===== config.mk =====
export PLATFORM = sky130hd
export DESIGN_NAME = pc_fetch_ctrl
export DESIGN_NICKNAME = d
export VERILOG_FILES = /design/src/rtl/pc_fetch_ctrl.sv
export SDC_FILE = /design/constraint.sdc
export NUM_CORES = 1
export LEC_CHECK = 0
export BUFFER_PORTS_ARGS = -buffer_cell sky130_fd_sc_hd__buf_2
export CORE_UTILIZATION = 47
export CTS_BUF_LIST = sky130_fd_sc_hd__clkbuf_8 sky130_fd_sc_hd__clkbuf_16
export DETAILED_ROUTE_END_ITERATION = 12
export GPL_TIMING_DRIVEN = 1
export PLACE_DENSITY = 0.77
export REMOVE_ABC_BUFFERS = 1
export SLEW_MARGIN = 20
export SYNTH_ARGS = -nofsm -noshare
export SYNTH_HDL_FRONTEND = slang
export SYNTH_SLANG_ARGS = --single-unit

===== constraint.sdc =====
create_clock -name clk -period 2.2 [get_ports clk]
set_input_delay 0.44 -clock clk [delete_from_list [all_inputs] [get_ports clk]]
set_output_delay 0.44 -clock clk [all_outputs]
set_load 0.05 [all_outputs]

===== src/rtl/pc_fetch_ctrl.sv =====
// Program-counter and fetch sequencer for the single-cycle core.
// Chooses the next PC from start address, held PC, branch target or PC+1,
// runs the start/run/done handshake, flags taken branches through index 0,
// and counts RUN cycles with saturation.
module pc_fetch_ctrl #(
  parameter int D  = 12,
  parameter int CW = 16
) (
  input  logic          clk,
  input  logic          reset_n,
  input  logic          start,
  input  logic [D-1:0]  start_addr,
  input  logic          halt,
  input  logic          stall,
  input  logic          branch_en,
  input  logic          branch_cond,
  input  logic [4:0]    branch_idx,
  input  logic [D-1:0]  target,
  output logic [4:0]    lut_addr,
  output logic [D-1:0]  pc,
  output logic          fetch_valid,
  output logic          done,
  output logic          bad_target,
  output logic [CW-1:0] cycle_count
);

  typedef enum logic [1:0] {
    ST_IDLE = 2'd0,
    ST_RUN  = 2'd1,
    ST_DONE = 2'd2
  } state_t;

  localparam logic [D-1:0]  PC_ONE  = {{(D-1){1'b0}}, 1'b1};
  localparam logic [CW-1:0] CNT_ONE = {{(CW-1){1'b0}}, 1'b1};
  localparam logic [CW-1:0] CNT_MAX = {CW{1'b1}};

  state_t        state_q, state_d;
  logic [D-1:0]  pc_q, pc_d;
  logic          bad_q, bad_d;
  logic [CW-1:0] cnt_q, cnt_d;
  logic          fetch_valid_q, fetch_valid_d;
  logic          done_q, done_d;
  logic          take_s;

  // The lookup index is a straight wire so the target returns in the same cycle.
  assign lut_addr = branch_idx;
  assign take_s   = branch_en & branch_cond;

  // Next-state, next-PC, counter and sticky-flag selection.
  always_comb begin
    state_d = state_q;
    pc_d    = pc_q;
    bad_d   = bad_q;
    cnt_d   = cnt_q;
    case (state_q)
      ST_IDLE, ST_DONE: begin
        // Starting from either resting state is identical: fresh program.
        if (start) begin
          state_d = ST_RUN;
          pc_d    = start_addr;
          cnt_d   = {CW{1'b0}};
          bad_d   = 1'b0;
        end else begin
          state_d = state_q;
        end
      end
      ST_RUN: begin
        // Every RUN cycle counts, including stall and halt cycles.
        if (cnt_q == CNT_MAX) begin
          cnt_d = cnt_q;
        end else begin
          cnt_d = cnt_q + CNT_ONE;
        end
        // Priority: halt > stall > taken branch > increment.
        if (halt) begin
          state_d = ST_DONE;
        end else if (stall) begin
          pc_d = pc_q;
        end else if (take_s) begin
          if (branch_idx != 5'd0) begin
            pc_d = target;
          end else begin
            // Index 0 is "no entry": fall through and remember the error.
            pc_d  = pc_q + PC_ONE;
            bad_d = 1'b1;
          end
        end else begin
          pc_d = pc_q + PC_ONE;
        end
      end
      default: begin
        state_d = ST_IDLE;
      end
    endcase
  end

  // Status outputs decoded from the next state so they leave a flop glitch-free.
  always_comb begin
    fetch_valid_d = 1'b0;
    done_d        = 1'b0;
    case (state_d)
      ST_RUN:  fetch_valid_d = 1'b1;
      ST_DONE: done_d        = 1'b1;
      default: begin
        fetch_valid_d = 1'b0;
        done_d        = 1'b0;
      end
    endcase
  end

  // State registers with asynchronous active-low reset.
  always_ff @(posedge clk or negedge reset_n) begin
    if (!reset_n) begin
      state_q       <= ST_IDLE;
      pc_q          <= {D{1'b0}};
      bad_q         <= 1'b0;
      cnt_q         <= {CW{1'b0}};
      fetch_valid_q <= 1'b0;
      done_q        <= 1'b0;
    end else begin
      state_q       <= state_d;
      pc_q          <= pc_d;
      bad_q         <= bad_d;
      cnt_q         <= cnt_d;
      fetch_valid_q <= fetch_valid_d;
      done_q        <= done_d;
    end
  end

  assign pc          = pc_q;
  assign fetch_valid = fetch_valid_q;
  assign done        = done_q;
  assign bad_target  = bad_q;
  assign cycle_count = cnt_q;

endmodule


==> summary.md <==
| Metric | Value |
|---|---|
| Status | complete, no violations |
| DIE HEIGHT | 68.5 microns |
| Hold Violations, Final | 0 |
| Largest family of logic cells by synthesized area | simple AND/OR/NAND/NOR gates |
| Most frequent cells in the layout | 71 x buf_2, 33 x dfrtp_1, 18 x nand2_1, 17 x a21oi_1, 15 x nand3_1 |
| Synth unique cells | 47 |
| Sequential area share after synthesis | 0.398 |
| Pwr per Cell Area | ~990 nW/um^2 |
| Worst vdd ir | between 800 and 900 uV |
| Max Slew Vio Count | 0 |
| CTS buffer count | 5 |
| Post-Route Utilization | 0.621 |
| Row count | 23 |
| Clock skew | 6.76 ps |
| Global-route wire length before repair | 8440 microns |
| Setup TNS | 0 ps |
| Post-synth EDFFs | 0 |
| Via-to-Cell Ratio | about 5.9 |
| Final #Nets | 340 |
| Drt drc | 0 |
| Mapped Cells | 233 |
| Tot GR Track Use | 0.246 |
| Post-synth top area share | 0.398 |
| CP Capture Type | flop |
| Final period util | 0.875 |
| Die Wd | 68.5 microns |
| Clock buffer depth | 2 |
| # setup viols final | 0 |
| Vias | 2071 |
| Largest net degree at the start of global routing | 34 |
| Routability Congestion | 0.840 |
| Cell taking the most area after synthesis | dfrtp_1 |
| Final Critical Period | just under 2000 ps |
| # port buffers | 71 |
| Post-synthesis async set-or-reset flop share | 1.00 |
| Detailed Route WL | 5260 microns |
| CTS hold repair buffers | 0 |
| Maximum clock frequency | about 520 MHz |
| Ranking of synthesized cells by area | dfrtp_1 40%, mux2i_1 5.3%, a21oi_1 4.1%, nand3_1 3.6%, nand2_1 3.3% |
| Worst-Skew Late Latency | 290 ps |
| Synth Area in Adders | 0.0121 |
| Yosys reg bits | 33 |
| Critical path class | flop to flop |
| Synth Area in Compound Gates | 0.195 |
| Share of post-route cells with drive strength above 1 | 0.300 |
| Global route overflow | 0 |
| Avg WL per Cell | 14.9 microns |
| Crit path required time | 2400 ps |
| Remaining antenna violation count | 0 |
| Synth Area per Inst | between 8 and 9 sq um |
| FILL cells | 362 |
| Commonest non-fill, non-tap cell in the layout | buf_2 |
| Post-cts sizing count | 0 |
| CTS root buffer | clkbuf_8 |
| Ports | just over 70 |
| Yosys warns | 0 |
| Synth Flop Type | dfrtp_1 |
| Initial Utilization | 0.504 |
| Clk slew on worst S/H paths | 70 ps |
| Number of diodes | 0 |
| Die Area | 4690 sq um |
| Xor-xnor portion of the synthesized cell area | 0.0338 |
| Post-CTS Setup Bufs | 0 |
| Crit-path max cell delay | 850 ps |
| Vias in the first global route | 1912 |
| CP Data Arrival Time | 2130 ps |
| H-tree level count | 2 |
| DRT Pass-1 Iters | 4 |
| Worst Max-Slew Pin Slew | 734 ps |
| Slowest cell on crit path | or4b_2 |
| DR iter-0 viols | around 130 |
| Clock sinks | 33 |
| Core Box Area | around 4100 sq um |
| CTS tree | yes |
| Initial antenna violation count | 0 |
| CP max FO | 11 |
| Crit path cell chain | or4b_2 > nand2_1 > o21ai_0 > a211oi_1 |
| RSZ-0062 raised after global routing | false |
| Area Overhead vs Synth | 23.1% |
| Critical Path Start Type | flop |
| Post-Synthesis Cell Area | 2080 sq um |
| DPL Wire Length | 3920 microns |
| Hold crit path type | input port to async pin |
| Worst slew margin | 0.511 |
| Max Cap Viol | 0 |
| Proportion of synthesized area in mux cells | 0.0585 |
| Leak Pwr | 1.17 nW |
| Post-synthesis simple-gate area fraction | 0.253 |
## worst max-delay path, delay by kind of cell (launching register included)
kind | cells | cell delay [ps]
and+or+nand+nor | 2 | 1110
AOI/OAI and AO/OA | 2 | 290
DFF | 1 | 440
## worst paths after layout
kind                               start             end  slack, ps  cells past startpoint
max in group asynchronous        reset_n            done       1530                      1
max reg2reg                   state_q[1]           pc[5]        270                      4
min reg2reg                   bad_target      bad_target        530                      2
min                              reset_n  cycle_count[0]        210                      1
max                           state_q[1]           pc[5]        270                      4
min in group clk           start_addr[6]           pc[6]        370                      3
## power breakdown
| part | internal (mW) | switching, mW |
|---|---|---|
| Sequential | 0.724 | 0.169 |
| Clock | 0.283 | 0.231 |
| Combinational | 0.337 | 0.775 |
| Total | 1.34 | 1.18 |
## metal layers
layer / share of wire / GRT usage
met2: 0.50 / 0.430
met1: 0.44 / 0.287
met4: 0.013 / 0.0990
met3: 0.045 / 0.0567
met5: 0 / 0
## cells by family (layout without fill, tap and decap cells)
group / Yosys count / after routing
AO/OA/AOI/OAI: 62 / 62
flip-flops: 33 / 33
AND/OR/NAND/NOR: 96 / 96
XOR/XNOR: 8 / 8
buffers and inverters: 20 / 90
multiplexers: 12 / 12
adder cells (fa/ha/maj): 2 / 2
## cells in the mapped netlist (all sizes together), types with 3 or more instances
cell type,n
nand2b,8
buf,10
dfrtp,33
a21oi,17
mux2i,11
o211ai,8
nand3,15
inv,5
o31ai,3
nor3,11
o22ai,5
and3,6
nand2,18
nor2,13
clkbuf,5
nand4,4
o21ai,13
a211oi,4
nor4,6
or4,5
xnor2,7
## registers in the layout, indices dropped and copies added, names as in the netlist
name,cells
cycle_count,16
pc,12
state_q,2
bad_target,1
done,1
fetch_valid,1
## through the flow
step,cell area [sq um],instances,setup slack [ps],hold WS (ps),power (mW)
2_1_floorplan,1990,218,82.5,144,1.67
3_3_place_gp,2450,345,246,503,1.98
3_5_place_dp,2450,345,176,514,2.01
4_1_cts,2550,353,289,226,2.52
5_1_grt,2550,353,158,270,2.67
6_report,2550,353,274,207,2.52
## final cells by class
type	instances	area, sq um	share of cell area
sequential	33	826	0.323
tap	50	62.6	0.0245
clock buffer	7	96.3	0.0377
timing repair buffer	77	400	0.157
inverter	5	18.8	0.00735
clock inverter	1	5.00	0.00196
multi-input combinational	180	1150	0.449
Note: power is estimated with default switching activity, not from simulation.
